<file path="src/rtl/i2s_pkg.sv">
// i2s_pkg: frame geometry and FSM state shared by the I2S transmitter files
package i2s_pkg;
  localparam int SLOT_W = 32;
  localparam int FRAME_BITS = 64;
  typedef enum logic {IDLE, RUN} state_t;
endpackage

</file>
<file path="src/rtl/i2s_tx_fifo.sv">
// i2s_tx_fifo: show-ahead synchronous FIFO of stereo pairs with full/empty flags
module i2s_tx_fifo #(
  parameter int W = 48,
  parameter int DEPTH = 4
) (
  input  logic         clk,
  input  logic         rst,
  input  logic         wr_en,
  input  logic [W-1:0] wr_data,
  input  logic         rd_en,
  output logic [W-1:0] rd_data,
  output logic         full,
  output logic         empty
);
  localparam int AW = $clog2(DEPTH);
  localparam int PW = AW + 1;
  logic [W-1:0] mem [DEPTH];
  logic [AW:0] wr_ptr, rd_ptr;
  logic push, pop;
  assign push = wr_en && !full;
  assign pop = rd_en && !empty;
  assign empty = wr_ptr == rd_ptr;
  assign full = (wr_ptr[AW] != rd_ptr[AW]) && (wr_ptr[AW-1:0] == rd_ptr[AW-1:0]);
  assign rd_data = mem[rd_ptr[AW-1:0]];
  always_ff @(posedge clk or posedge rst)
    if (rst) begin
      wr_ptr <= '0;
      rd_ptr <= '0;
    end else begin
      wr_ptr <= wr_ptr + PW'(push);
      rd_ptr <= rd_ptr + PW'(pop);
    end
  always_ff @(posedge clk)
    if (push) mem[wr_ptr[AW-1:0]] <= wr_data;
endmodule

</file>
<file path="src/rtl/i2s_codec_tx.sv">
// i2s_codec_tx: stereo I2S transmitter to an audio codec; BCLK divider, frame FSM, serializer.
// Define I2S_TX_LEFT_JUSTIFIED_EN for left-justified slots instead of the I2S one-bit delay.
import i2s_pkg::*;
module i2s_codec_tx #(
  parameter int DATA_W = 24,
  parameter int BCLK_DIV = 4,
  parameter int FIFO_DEPTH = 4
) (
  input  logic              clk_clk,
  input  logic              reset_reset,
  input  logic              enable,
  input  logic [DATA_W-1:0] s_left,
  input  logic [DATA_W-1:0] s_right,
  input  logic              s_valid,
  output logic              s_ready,
  output logic              audio_bclk,
  output logic              audio_adclrc,
  output logic              audio_daclrc,
  output logic              audio_adcdat,
  output logic              underrun,
  input  logic              underrun_clr
);
  localparam int DIV_W = $clog2(BCLK_DIV);
  localparam int PAIR_W = 2 * DATA_W;
  state_t state, state_nxt;
  logic [DIV_W-1:0] div;
  logic [5:0] bit_cnt, next_cnt;
  logic [PAIR_W-1:0] pair, head, cur_pair;
  logic [DATA_W-1:0] sample;
  logic [SLOT_W-1:0] word;
  logic full, empty, tick, fall, wrap, stop, start, ser_bit;
  i2s_tx_fifo #(.W(PAIR_W), .DEPTH(FIFO_DEPTH)) u_fifo (
    .clk(clk_clk), .rst(reset_reset), .wr_en(s_valid), .wr_data({s_left, s_right}),
    .rd_en(start), .rd_data(head), .full(full), .empty(empty)
  );
  assign s_ready = !full;
  assign audio_daclrc = audio_adclrc;
  assign tick = state == RUN && div == DIV_W'(BCLK_DIV - 1);
  assign fall = tick && audio_bclk;
  assign wrap = fall && bit_cnt == 6'(FRAME_BITS - 1);
  assign stop = wrap && !enable;
  assign start = wrap && enable;
  assign next_cnt = bit_cnt + 6'd1;
  // The popped pair must drive bit 0 on the same edge it is latched
  assign cur_pair = start ? (empty ? '0 : head) : pair;
  assign sample = next_cnt[5] ? cur_pair[DATA_W-1:0] : cur_pair[PAIR_W-1:DATA_W];
`ifdef I2S_TX_LEFT_JUSTIFIED_EN
  assign word = {sample, {(SLOT_W - DATA_W){1'b0}}};
`else
  assign word = {1'b0, sample, {(SLOT_W - 1 - DATA_W){1'b0}}};
`endif
  assign ser_bit = word[~next_cnt[4:0]];
  always_comb begin
    state_nxt = (state == IDLE) ? (enable ? RUN : IDLE) : (stop ? IDLE : RUN);
  end
  always_ff @(posedge clk_clk or posedge reset_reset)
    if (reset_reset) state <= IDLE;
    else state <= state_nxt;
  always_ff @(posedge clk_clk or posedge reset_reset)
    if (reset_reset) begin
      div <= '0;
      bit_cnt <= '0;
      audio_bclk <= 1'b0;
      audio_adclrc <= 1'b0;
      audio_adcdat <= 1'b0;
      pair <= '0;
      underrun <= 1'b0;
    end else begin
      underrun <= !underrun_clr && (underrun || (start && empty));
      if (state == IDLE) begin
        div <= '0;
        audio_bclk <= 1'b0;
        audio_adclrc <= 1'b0;
        audio_adcdat <= 1'b0;
        bit_cnt <= enable ? 6'(FRAME_BITS - 1) : 6'd0;
      end else if (tick) begin
        div <= '0;
        audio_bclk <= !audio_bclk;
        if (audio_bclk) begin
          bit_cnt <= next_cnt;
          audio_adclrc <= !stop && next_cnt[5];
          audio_adcdat <= !stop && ser_bit;
          if (start) pair <= cur_pair;
        end
      end else div <= div + 1'b1;
    end
endmodule

</file>
<file path="config.mk">
export PLATFORM = sky130hd
export DESIGN_NAME = i2s_codec_tx
export DESIGN_NICKNAME = d
export VERILOG_FILES = /design/src/rtl/i2s_pkg.sv /design/src/rtl/i2s_tx_fifo.sv /design/src/rtl/i2s_codec_tx.sv
export SDC_FILE = /design/constraint.sdc
export NUM_CORES = 1
export LEC_CHECK = 0
export ABC_CLOCK_PERIOD_IN_PS = 4400
export CAP_MARGIN = 20
export CORE_MARGIN = 2
export CORE_UTILIZATION = 47
export DETAILED_ROUTE_END_ITERATION = 10
export HOLD_SLACK_MARGIN = 0.02
export PLACE_DENSITY_LB_ADDON = 0.2
export RECOVER_POWER = 25
export SLEW_MARGIN = 20
export SYNTH_ARGS = -nofsm -noshare
export SYNTH_HDL_FRONTEND = slang
export SYNTH_HIERARCHICAL = 1
export SYNTH_SLANG_ARGS = --single-unit
export TNS_END_PERCENT = 1
</file>
<file path="constraint.sdc">
create_clock -name clk_clk -period 4.4 [get_ports clk_clk]
set_clock_uncertainty 0.1 [all_clocks]
set_input_delay 0.44 -clock clk_clk [delete_from_list [all_inputs] [get_ports clk_clk]]
set_output_delay 0.44 -clock clk_clk [all_outputs]
set_load 0.02 [all_outputs]
</file>
==> summary.txt, run 1 <==
Synthesis
  – Mapped Nets: 692
  – EDFF count, synth: roughly 190
  – Post-synthesis sequential area ratio: 0.684
  – Xor-xnor portion of the synthesized cell area: 0.0144
  – Post-Synth Adder-Cell Area: 0.00690
  – Syn Inst Count: between 600 and 700
  – Yosys cell types: between 50 and 60
  – Largest family of logic cells by synthesized area: multiplexers
  – Synth Flop Type: edfxtp_1
  – Synth Area per Inst: around 17 µm²
  – Complex-gate fraction of the synthesized area: 0.0408
  – Post-synthesis simple-gate area fraction: 0.0773
  – Area leader, netlist: edfxtp_1
  – Register bit total from synthesis: approximately 260
  – Top cell type's share of synthesized area: 0.530
  – FFs w/ async S/R, synth: 0.259
  – Cell area after synthesis: roughly 11000 µm²
  – Multiplexer share of the synthesized area: 0.141
  – Number of synthesis warnings: 6
  – Area contributors post-synth: edfxtp_1 (53%), dfrtp_1 (15%), mux4_2 (11%)

Setup path
  – Arrival @ worst endpoint: 3.94 ns
  – Worst-path cell chain: ha_1 -> and3_1 -> nand3_4 -> inv_8 -> mux2_2 -> mux2_2 -> a211o_1 -> nand4_1 -> a32oi_1
  – Worst Path Required: around 4.7 ns
  – CP Capture Type: flip-flop
  – Crit-path most repeated cell: mux2_2
  – Kind of critical path: flip-flop to flip-flop
  – CP max stage delay: 0.70 ns
  – Buf/Inv on CP: 1
  – Critical path's slowest cell: dfrtp_1
  – CP Launch Type: flip-flop
  – Crit path max-delay family: simple AND/OR/NAND/NOR gates
  – Critical path depth: 9
  – Depth of the most critical reg-to-reg path: 9
  – Crit Path Max Fanout: 55

Clock network
  – Num CTS Buffers: 27
  – CTS tree: yes
  – CTS root buffer: clkbuf_16
  – CTS Hold Bufs: 0
  – Worst-skew pair later-pin latency: 0.52 ns
  – Clk pin slew, worst setup/hold paths: 0.06 ns
  – CTS resizes: 0
  – Clock buffer depth: 3
  – Sink Count: about 260
  – H-tree depth: 1
  – Post-CTS setup repair buffer count: 0

Outcome
  – Status: finished clean

Detailed routing
  – First drt pass iteration count: 4
  – DR WL/cell: between 20 and 25 µm
  – Detailed Route WL: roughly 21000 µm
  – Via count: approximately 5600
  – Met1 WL: around 9500 µm
  – Met2 Wirelength: 10400 µm
  – Drt first-iter violations: 400
  – WL met3: between 700 and 800 µm
  – Residual DRC: 0
  – Via-per-instance ratio: about 5.7
  – Post-route ant nets: 0
  – Max Used Layer: met4

Power
  – Pwr Density: 609 nW/µm²
  – Maximum vdd drop: 323 µV
  – Leakage: around 4.5 nW

Global route
  – Global-route wire length before repair: 33500 µm
  – All-Layer GR Usage: 0.179
  – Gr ovfl total: 0
  – Initial antenna violation count: 0
  – Number of global-route vias before repair: around 6000
  – Largest net degree at the start of global routing: 56

Final layout
  – Synthesis-to-finish area growth: 16.6%
  – Fin nets: 751
  – Diodes inserted: 0
  – Fraction of layout cells with a size suffix above 1: 0.198
  – Final Util: 0.559
  – Cell area after layout: between 10000 and 15000 µm²

STA
  – Max-Slew Margin vs Limit: 0.361
  – FMAX: around 270 MHz
  – Crit share post-route: 0.827
  – RSZ-0062 raised after global routing: no
  – Worst-margin pin slew: ~0.95 ns
  – Hold WS: around 0.22 ns
  – Hold Fails Final Rpt: 0
  – Setup TNS: 0 ns
  – Slew Limit Fails: 0
  – Final setup violation count: 0
  – Final setup margin: 0.759 ns
  – Final min period: 3.64 ns

Die
  – Die Wd: 156 µm
  – I/O Pins: 59
  – Vert. Die Dim: roughly 160 µm
  – Initial core utilization: 0.479
  – Die Area: 24400 µm²
  – FP Rows: 55
  – Total core area: ~23000 µm²

Run
  – Max-cap violations: 0

Placed design
  – GP Congestion: 0.865
  – Number of port buffers: between 50 and 60
  – Worst slack at placement: ~0.8 ns
  – Hpwl dp: between 10000 and 15000 µm
  – Dpl cell area: around 12000 µm²

Worst hold path
  – Hold Crit Class: input port to async pin
[cell usage in the layout (no fill, tap or decap), types with 4 or more instances in the layout]
cell type,count
bufinv_16,6
clkbuf_1,5
mux2_2,24
mux2i_1,6
xnor2_1,8
nand3b_1,11
nor2_1,10
ha_1,6
nor2b_1,34
dlygate4sd3_1,34
clkdlybuf4s50_1,24
and3_1,5
o2111ai_1,4
inv_1,18
nand2_1,39
nand2b_1,8
o21ai_0,8
a21oi_1,10
xor2_1,8
dfrtp_1,65
mux4_2,52
nand4_1,10
edfxtp_1,192
buf_12,6
clkbuf_16,27
nand3_1,11
o221ai_1,4
o21ai_1,6
[cell usage after synthesis, types with 2 or more instances]
cell / number
nand2b_1: 8
nor3_1: 4
buf_2: 5
o21ai_1: 6
edfxtp_1: 192
nor3b_1: 2
nand3_1: 11
xnor2_1: 8
inv_1: 19
and3_1: 5
or3_1: 2
nor2b_1: 34
o221ai_1: 4
a21oi_1: 10
mux2i_1: 6
nand2_1: 39
nor2_1: 10
nand4_1: 10
clkbuf_1: 12
xor2_1: 8
dfrtp_1: 67
a211oi_1: 3
nand3b_1: 11
mux4_2: 52
o2111ai_1: 4
nand3_4: 2
ha_1: 6
buf_4: 5
buf_6: 12
a311oi_1: 2
a31oi_1: 6
a211o_1: 3
a32oi_1: 3
buf_12: 3
and2_1: 3
mux2_1: 3
mux2_2: 24
o21ai_0: 8
[area by class of cell]
class	count	area [µm²]
clock inverter	14	228
sequential	259	7450
inverter	20	82.6
fill	1782	10000
tap	285	357
multi-input combinational	317	3110
clock buffer	35	736
timing repair buffer	67	723
[flip-flops by register name, summed over array words and instances, names as in the netlist]
name,count
u_fifo/mem,192
pair,48
bit_cnt,6
u_fifo/rd_ptr,3
u_fifo/wr_ptr,3
div,2
audio_adcdat,1
audio_adclrc,1
audio_bclk,1
state,1
underrun,1
[power breakdown]
part           internal [mW]  leakage (nW)  switching (mW)
Combinational          0.785          1.42            1.14
Clock                   1.53         0.464           0.904
Sequential              3.14          2.62           0.230
Total                   5.46          4.51            2.27
[worst register-to-register path, cell delays in order (launching register included)]
cell     delay, ns
dfrtp_1       0.70
ha_1          0.38
and3_1        0.40
nand3_4       0.33
inv_8         0.40
mux2_2        0.42
mux2_2        0.27
a211o_1       0.29
nand4_1       0.12
a32oi_1       0.10
[kinds of logic after synthesis]
kind of cell             after synthesis
AO/OA/AOI/OAI                         62
XOR/XNOR                              17
adder cells (fa/ha/maj)                6
buffers and inverters                 57
flip-flops                           259
multiplexers                          85
AND/OR/NAND/NOR                      147
[path summary, 6_finish.rpt]
check	start	to	slack, ns
worst max-delay path	bit_cnt[0]$_DFFE_PP0P_	audio_adcdat$_DFFE_PP0P_	0.76
worst min-delay path	reset_reset	u_fifo/rd_ptr[2]$_DFF_PP0_	0.22
worst max register to register	bit_cnt[0]$_DFFE_PP0P_	audio_adcdat$_DFFE_PP0P_	0.76
worst min register to register	div[0]$_DFF_PP0_	div[0]$_DFF_PP0_	0.34
max in group asynchronous	reset_reset	bit_cnt[3]$_DFFE_PP0P_	2.86
min in group clk_clk	div[0]$_DFF_PP0_	div[0]$_DFF_PP0_	0.34
[stage by stage]
| stage | cells | total power [mW] |
|---|---|---|
| floorplan | 633 | 4.73 |
| global placement | 948 | 5.33 |
| detailed placement | 948 | 5.38 |
| CTS | 997 | 7.83 |
| global route | 997 | 8.12 |
| finish | 997 | 7.73 |
[metal layers]
metal / track usage / vias up
li1: - / 2572
met1: 0.257 / 2921
met2: 0.291 / 109
met3: 0.0261 / 32
met4: 0.0450 / 0
met5: 0 / -
Power figures use the tool's default switching activity.
==> run 2: changes to the inputs <==
--- a/config.mk
+++ b/config.mk
@@ -5,7 +5,7 @@
 export SDC_FILE = /design/constraint.sdc
 export NUM_CORES = 1
 export LEC_CHECK = 0
-export ABC_CLOCK_PERIOD_IN_PS = 4400
+export ABC_CLOCK_PERIOD_IN_PS = 3450
 export CAP_MARGIN = 20
 export CORE_MARGIN = 2
 export CORE_UTILIZATION = 47
==> constraint.sdc (replaced) <==
create_clock -name clk_clk -period 3.45 [get_ports clk_clk]
set_clock_uncertainty 0.1 [all_clocks]
set_input_delay 0.345 -clock clk_clk [delete_from_list [all_inputs] [get_ports clk_clk]]
set_output_delay 0.345 -clock clk_clk [all_outputs]
set_load 0.02 [all_outputs]
==> run 2 against run 1 <==
Total power grew 27%; worst setup slack worse by 0.43 ns; critical path depth down 4; die area stayed put; register-to-register slack got worse by 0.29 ns; sequential cell count unchanged; non-clock buffer count rose by 11; design area rose by 0.31%; wire length is 0.60% higher; sequential share of layout area shrank 0.18 points; combinational power rose by 33%.
==> summary.txt, run 2 (same netlist as run 1, synthesis figures left out) <==
Outcome
  – Status: finished clean

Global route
  – Largest net degree at the start of global routing: 51 (-8.9%)
  – GR Util met3: 0.0292 (+0.00306)
  – All-Layer GR Usage: 0.180 (+0.00134)
  – Global routing's busiest layer: met2
  – Gr ovfl total: 0 (unchanged)
  – Initial antenna violation count: 0 (unchanged)
  – Number of global-route vias before repair: 6027 (+0.48%)
  – M2 GR Usage: 0.300 (+0.00906)
  – GR Util met1: 0.245 (-0.0115)
  – Global-route wire length before repair: 33500 µm (-0.14%)

Detailed routing
  – DR WL/cell: 21.0 µm (-0.40%)
  – Via count: 5651 (+0.30%)
  – Residual DRC: 0 (unchanged)
  – First drt pass iteration count: 5 (+1)
  – Drt first-iter violations: 382 (-4.5%)
  – Detailed Route WL: 21200 µm (+0.60%)
  – Post-route ant nets: 0 (unchanged)
  – Via-per-instance ratio: 5.61 (-0.69%)

STA
  – Worst-margin pin slew: 0.810 ns (-0.142 ns)
  – Hold Fails Final Rpt: 0 (unchanged)
  – RSZ-0062 raised after global routing: no
  – Hold WS: 0.287 ns (+0.0683 ns)
  – Crit share post-route: 0.905
  – FMAX: approximately 320 MHz
  – Final min period: roughly 3.1 ns
  – Final setup margin: 0.326 ns (-0.433 ns)
  – Max-Slew Margin vs Limit: 0.460 (+0.0994)
  – Slew Limit Fails: 0 (unchanged)
  – Final setup violation count: 0 (unchanged)

Power
  – Clock network power share: 0.303 (-0.012)
  – Sw Ratio: 0.298 (+0.00350)
  – Maximum vdd drop: 414 µV (+28%)
  – Pwr Density: 770 nW/µm² (+26%)
  – Internal: 6.88 mW (+26%)
  – Leakage: 4.55 nW (+0.93%)
  – Sequential Power Share: 0.435 (about the same)
  – Sw Pwr: 2.92 mW (+28%)
  – Logic gate share of total power: 0.262 (+0.013)

Final layout
  – Fillcell total: 1761 (-1.2%)
  – Final Util: 0.560 (+0.00171)
  – Cell area after layout: 12700 µm² (+0.31%)
  – Diodes inserted: 0 (unchanged)
  – Fraction of layout cells with a size suffix above 1: 0.209 (+0.0111)
  – Final cell count without fillers: 1007 (+1.0%)
  – Max FFs per register: 192 (unchanged)
  – Synthesis-to-finish area growth: 17.0%
  – Most frequent cells in the layout: edfxtp_1 (192), dfrtp_1 (65), mux4_2 (52), nand2_1 (39)
  – Most common cell after layout, fill and taps aside: edfxtp_1
  – Fin nets: 762 (+1.5%)

Die
  – Initial core utilization: 0.479 (unchanged)
  – Vert. Die Dim: 156 µm (unchanged)
  – I/O Pins: 59 (unchanged)
  – Die Area: 24400 µm² (unchanged)
  – Total core area: 22700 µm² (unchanged)
  – Die Wd: 156 µm (unchanged)
  – FP Rows: 55 (unchanged)

Setup path
  – Kind of critical path: flip-flop to primary output
  – Arrival @ worst endpoint: 2.68 ns (-1.26 ns)
  – CP Capture Type: primary output
  – CP Launch Type: flip-flop
  – Crit Path Max Fanout: 12 (-78%)
  – Worst Path Required: 3.00 ns (-1.70 ns)

Clock network
  – CTS root buffer: clkbuf_16
  – Clk pin slew, worst setup/hold paths: 0.06 ns (about the same)
  – Num CTS Buffers: 27 (unchanged)
  – Sink Count: 259 (unchanged)
  – CTS tree: yes
  – Clock buffer depth: 3 (unchanged)
  – H-tree depth: 1 (unchanged)
  – Post-CTS setup repair buffer count: 0 (unchanged)
  – CTS Hold Bufs: 1 (+1)
  – CTS resizes: 0 (unchanged)
  – Worst-skew pair later-pin latency: 0.53 ns (about the same)

Run
  – Max-cap violations: 0 (unchanged)

Worst hold path
  – Hold Crit Class: input port to flip-flop

Placed design
  – Hpwl dp: 13500 µm (-1.3%)
  – Worst slack at placement: 0.365 ns (-0.423 ns)
  – Dpl cell area: 11800 µm² (+0.64%)
  – Number of port buffers: 58 (unchanged)
  – GP Congestion: 0.905 (+4.6%)
  – Placed cells: 958 (+1.1%)
==> run 2: power by group through the flow <==
stage / Combinational [mW] / Clock, mW / Sequential (mW)
finish: 2.57 / 2.97 / 4.26
CTS: 2.61 / 3.04 / 4.26
detailed placement: 2.60 / 0 / 4.33
global route: 2.79 / 3.16 / 4.32
global placement: 2.59 / 0 / 4.29
floorplan: 1.76 / 0 / 4.27
==> run 2: layout make-up <==
| cell class | count | area [µm²] | share of cell area |
|---|---|---|---|
| Sequential cell | 259 | 7450 | 0.585 |
| Multi-Input combinational cell | 317 | 3110 | 0.245 |
| Timing Repair Buffer | 78 | 808 | 0.0635 |
| Clock buffer | 32 | 736 | 0.0578 |
| Tap cell | 285 | 357 | 0.0280 |
| Clock inverter | 16 | 180 | 0.0142 |
| Inverter | 20 | 83.8 | 0.00659 |
==> run 2: worst paths after layout <==
check	from	endpoint	slack (ns)	depth (start not counted)
min in group asynchronous	reset_reset	u_fifo/rd_ptr[0]$_DFF_PP0_	0.58	3
min reg2reg	div[0]$_DFF_PP0_	div[0]$_DFF_PP0_	0.34	1
max in group asynchronous	reset_reset	div[1]$_DFF_PP0_	1.74	4
max	u_fifo/rd_ptr[0]$_DFF_PP0_	s_ready	0.33	5
min	underrun_clr	underrun$_DFF_PP0_	0.29	2
max reg2reg	bit_cnt[1]$_DFFE_PP0P_	audio_adcdat$_DFFE_PP0P_	0.47	9
==> run 2: routing by layer <==
layer	share of wire	routed length, µm
met1	0.45	9560
met2	0.49	10300
met3	0.036	755
met4	0.027	579
met5	0	0
==> run 2: metrics by stage <==
stage,total power [mW],TNS (ns)
after floorplan,6.03,-79.77
after global placement,6.88,0
after detailed placement,6.92,0
after CTS,9.92,0
after global routing,10.3,0
final,9.80,0
==> run 2: critical path, stage by stage, from the launching register on <==
cell             delay [ns]
dfrtp_4                0.58
buf_4                  0.24
xnor2_2                0.53
and3_1                 0.24
inv_1                  0.04
clkdlybuf4s50_1        0.53
==> patch 1 (config.mk and constraints of run 1) <==
Add a define of `I2S_TX_LEFT_JUSTIFIED_EN`.
--- a/src/rtl/i2s_codec_tx.sv
+++ b/src/rtl/i2s_codec_tx.sv
@@ -2,2 +2,4 @@
 // Define I2S_TX_LEFT_JUSTIFIED_EN for left-justified slots instead of the I2S one-bit delay.
+`define I2S_TX_LEFT_JUSTIFIED_EN
+
 import i2s_pkg::*;
Function: changed (Yosys sat finds a counterexample within 10 cycles, from zero or initial values and one cycle with reset_reset high).
==> patch 1 against run 1 <==
- synthesized area grew 0.22%
- worst setup slack lost 0.0088 ns
- wire length rose by 8.5%
- sequential cell count is the same
- via count grew 6.1%
- total power grew 3.1%
- clock power increased by 2%
- design area up 1.0%
- highest routed layer unchanged
==> patch 1: results (changes against run 1) <==
| Metric | Value |
|---|---|
| Pin count of the biggest net entering global routing | 49 (-13%) |
| Outcome | finished clean |
| Worst ir drop on vdd | 0.367 mV (+14%) |
| Synth unique cells | 65 (+10%) |
| Area contributors post-synth | edfxtp_1, dfrtp_1, mux4_2, nand2_1, mux2_2 |
| Crit path largest cell delay | 0.85 ns (+0.15 ns) |
| P_leak | 4.57 nW (+1.2%) |
| First-pass GRT wire length | 36600 µm (+9.1%) |
| Met1 wire length | 10500 µm (+11%) |
| Commonest cells in the synthesized netlist | edfxtp_1, dfrtp_1, mux4_2 |
| Syn Nets | 719 (+3.9%) |
| Met2 wire len | 11000 µm (+5.5%) |
| DP Area | 11800 µm² (+0.79%) |
| Worst slew margin | 32.2% (-3.8 points) |
| DP Cell Count | 974 (+2.7%) |
| Pre-CTS WS | 0.731 ns (-0.0567 ns) |
| Routed len/inst | 22.3 µm (+5.5%) |
| Vias in the first global route | 6464 (+7.8%) |
| Total track usage | 19.5% (+1.6 points) |
| Placed wire-length estimate | 15100 µm (+9.9%) |
| CP max FO | 24 (-56%) |
| First drt pass iteration count | 5 (+1) |
| Via-to-Cell Ratio | 5.83 (+3.1%) |
| Non-Filler Instances | 1026 (+2.9%) |
| Crit path time final | 3.65 ns (+0.00876 ns) |
| Worst EP arrival | 4.01 ns (+0.07 ns) |
==> patch 1: worst paths after layout <==
kind | end | start | depth (start not counted)
min in group clk_clk | div[0]$_DFF_PP0_ | div[0]$_DFF_PP0_ | 1
worst max register to register | audio_adcdat$_DFFE_PP0P_ | bit_cnt[0]$_DFFE_PP0P_ | 9
worst max-delay path | audio_adcdat$_DFFE_PP0P_ | bit_cnt[0]$_DFFE_PP0P_ | 9
worst min-delay path | u_fifo/rd_ptr[1]$_DFF_PP0_ | reset_reset | 2
worst min register to register | div[0]$_DFF_PP0_ | div[0]$_DFF_PP0_ | 1
max in group asynchronous | pair[36]$_DFFE_PP0P_ | reset_reset | 3
==> patch 1: cells by family after synthesis <==
group | count (synthesis) | synth area share, %
mux | 70 | 12.5
xor+xnor | 20 | 1.68
fa+ha+maj | 6 | 0.689
flops | 259 | 68.3
buf+inv | 57 | 2.86
simple gates | 156 | 7.94
compound gates | 92 | 6.08
==> patch 1: cell type report <==
class	count	area [µm²]	area share [%]
Timing Repair Buffer	72	748	5.84
Clock inverter	17	255	1.99
Tap cell	285	357	2.78
Sequential cell	259	7450	58.1
Inverter	14	52.6	0.410
Multi-Input combinational cell	344	3210	25.0
Clock buffer	35	747	5.83
==> patch 1: where the power goes <==
part | internal [mW] | switching [mW] | total [mW]
Sequential | 3.14 | 0.287 | 3.43
Clock | 1.56 | 0.932 | 2.49
Combinational | 0.828 | 1.22 | 2.05
Total | 5.53 | 2.44 | 7.97
==> patch 1: stage by stage <==
stage          util, %  hold slack [ns]
2_1_floorplan        -            0.131
3_3_place_gp      52.0            0.324
3_5_place_dp      52.0            0.339
4_1_cts           56.4            0.117
5_1_grt           56.4            0.257
6_report          56.4            0.240
==> patch 2 (config.mk and constraints of run 1) <==
Without the edit above. Register the output `underrun` once more, with the module's reset; this adds one clock of latency there. The other outputs are not delayed to match.
--- a/src/rtl/i2s_codec_tx.sv
+++ b/src/rtl/i2s_codec_tx.sv
@@ -24,2 +24,4 @@
   localparam int PAIR_W = 2 * DATA_W;
+
+  logic underrun_s0;
   state_t state, state_nxt;
@@ -66,5 +68,5 @@
       pair <= '0;
-      underrun <= 1'b0;
+      underrun_s0 <= 1'b0;
     end else begin
-      underrun <= !underrun_clr && (underrun || (start && empty));
+      underrun_s0 <= !underrun_clr && (underrun_s0 || (start && empty));
       if (state == IDLE) begin
@@ -86,2 +88,10 @@
     end
+  always_ff @(posedge clk_clk or posedge reset_reset) begin
+    if (reset_reset) begin
+      underrun <= '0;
+    end else begin
+      underrun <= underrun_s0;
+    end
+  end
+
 endmodule
Check against the original RTL: not equivalent (a bounded check fails within 10 cycles, from zero or initial values and one cycle with reset_reset high).
==> patch 2 against run 1 <==
- global-route usage barely moved
- count of clock-buffer cells in the layout is the same
- worst setup slack better by 0.22 ns
- design area is 1.2% lower
- largest cell class unchanged
- synthesized area is 0.23% higher
- sequential cell count increased by 1
- total power is 4.9% lower
- wire length shrank 1.7%
==> patch 2: results (changes against run 1) <==
| Metric | Value |
|---|---|
| # nets final | 756 (+0.67%) |
| Total setup buffers inserted after CTS | 0 (unchanged) |
| First-pass GRT wire length | 33500 µm (about the same) |
| CTS Buffer Depth | 3 (unchanged) |
| Primary FF master, synth | edfxtp_1 |
| Clk_lat worst skew | 0.55 ns (+0.03 ns) |
| Worst EP arrival | 3.72 ns (-0.22 ns) |
| Met3 Usage GRT | 2.96% (+0.35 points) |
| M2 GR Usage | 30.3% (+1.2 points) |
| Synth unique cells | 59 (unchanged) |
| Switching power | 2.23 mW (-1.9%) |
| Worst ir drop on vdd | 0.320 mV (-0.86%) |
| Worst-path clk slew | 0.06 ns (about the same) |
| Initial antenna violation count | 0 (unchanged) |
| Cell Int Power | 5.12 mW (-6.2%) |
| Yosys warning total | 6 (unchanged) |
| Syn Nets | 693 (+0.14%) |
| Pre-CTS WS | 0.948 ns (+0.160 ns) |
| Clock share of power | 28.4% (-3.1 points) |
| Starting DRT DRC Count | 346 (-14%) |
| Post-CTS resize count | 0 (unchanged) |
| RD Place Congestion | 0.869 (+0.40%) |
| Met1 wire length | 8910 µm (-6.0%) |
| WL met3 | 924 µm (+18%) |
| Seq/Total Area, Yosys | 68.5% (+0.073 points) |
| Max reg flops | 192 (unchanged) |
| CP max FO | 55 (unchanged) |
| Port Buffer Count | 58 (unchanged) |
| Commonest cells in the synthesized netlist | edfxtp_1, dfrtp_1, mux4_2 |
| Area contributors post-synth | edfxtp_1, dfrtp_1, mux4_2, mux2_2, nor2b_1 |
| GR Layer Usage met1 | 24.3% (-1.4 points) |
| DP Area | 11700 µm² (about the same) |
| Vias | 5669 (+0.62%) |
| Detailed Route WL | 20700 µm (-1.7%) |
| Total track usage | 17.9% (+0.022 points) |
| First drt pass iteration count | 4 (unchanged) |
| DP Cell Count | 953 (+0.53%) |
| Pin count of the biggest net entering global routing | 56 (unchanged) |
| Top layer in use | met4 |
| Met2 wire len | 10300 µm (-0.52%) |
| Seq power | 3.36 mW (about the same) |
| Ys async rst share | 26.2% (+0.29 points) |
| Cts bufs inserted | 27 (unchanged) |
| Share of cells above drive strength 1 | 19.2% (-0.56 points) |
| Avg Cell Area, Syn | 17.2 µm² (about the same) |
| Vias in the first global route | 6094 (+1.6%) |
| CTS H-tree lvls | 1 (unchanged) |
| Outcome | finished clean |
| P_leak | 4.46 nW (-1.1%) |
| Root Driver | clkbuf_16 |
| Worst slew margin | 35.8% (-0.22 points) |
| Min-Delay Path Class | primary input to asynchronous set/reset pin |
| Routed len/inst | 20.7 µm (-2.2%) |
| Post-synth EDFFs | 192 (unchanged) |
| # diodes | 0 (unchanged) |
| Placed wire-length estimate | 13400 µm (-2.4%) |
-- patch 2: cell count changes in the layout (fill, tap and decap cells not counted), sizes merged --
cell	change
dfrtp	+1
clkinvlp	-1
buf	+4
clkinv	+6
bufinv	-5
-- patch 2: worst max-delay path, cell delays in order, from the launching register on --
cell     delay, ns
dfrtp_1       0.32
buf_4         0.21
ha_1          0.29
and3_1        0.40
nand3_4       0.35
inv_8         0.40
mux2_2        0.40
mux2_2        0.27
a211o_1       0.29
nand4_1       0.11
a32oi_1       0.11
-- patch 2: final cells by class --
class	count	area, µm²
timing repair buffer	71	691
fill	1760	10200
tap	285	357
inverter	20	82.6
sequential	260	7470
clock buffer	35	706
clock inverter	14	108
multi-input combinational	317	3110
-- patch 2: final timing paths --
kind	startpoint	endpoint	slack, ns	depth (start not counted)
setup / recovery	bit_cnt[0]$_DFFE_PP0P_	audio_adcdat$_DFFE_PP0P_	0.98	10
setup reg to reg	bit_cnt[0]$_DFFE_PP0P_	audio_adcdat$_DFFE_PP0P_	0.98	10
min in group clk_clk	underrun_s0$_DFF_PP0_	underrun$_DFF_PP0_	0.29	0
hold / removal	reset_reset	u_fifo/wr_ptr[0]$_DFF_PP0_	0.20	2
max in group asynchronous	reset_reset	pair[46]$_DFFE_PP0P_	2.85	3
hold reg to reg	underrun_s0$_DFF_PP0_	underrun$_DFF_PP0_	0.29	0
-- patch 2: kinds of logic (layout without fill, tap and decap cells) --
family                     Yosys count  after routing  share of synthesized area (%)
muxes                               85             85                           14.1
AOI/OAI and AO/OA                   62             62                           4.07
adders and majority gates            6              6                          0.688
xor gates and xnor gates            17             17                           1.43
and+or+nand+nor                    147            147                           7.71
buffers and inverters               57            140                           3.53
DFF                                260            260                           68.5
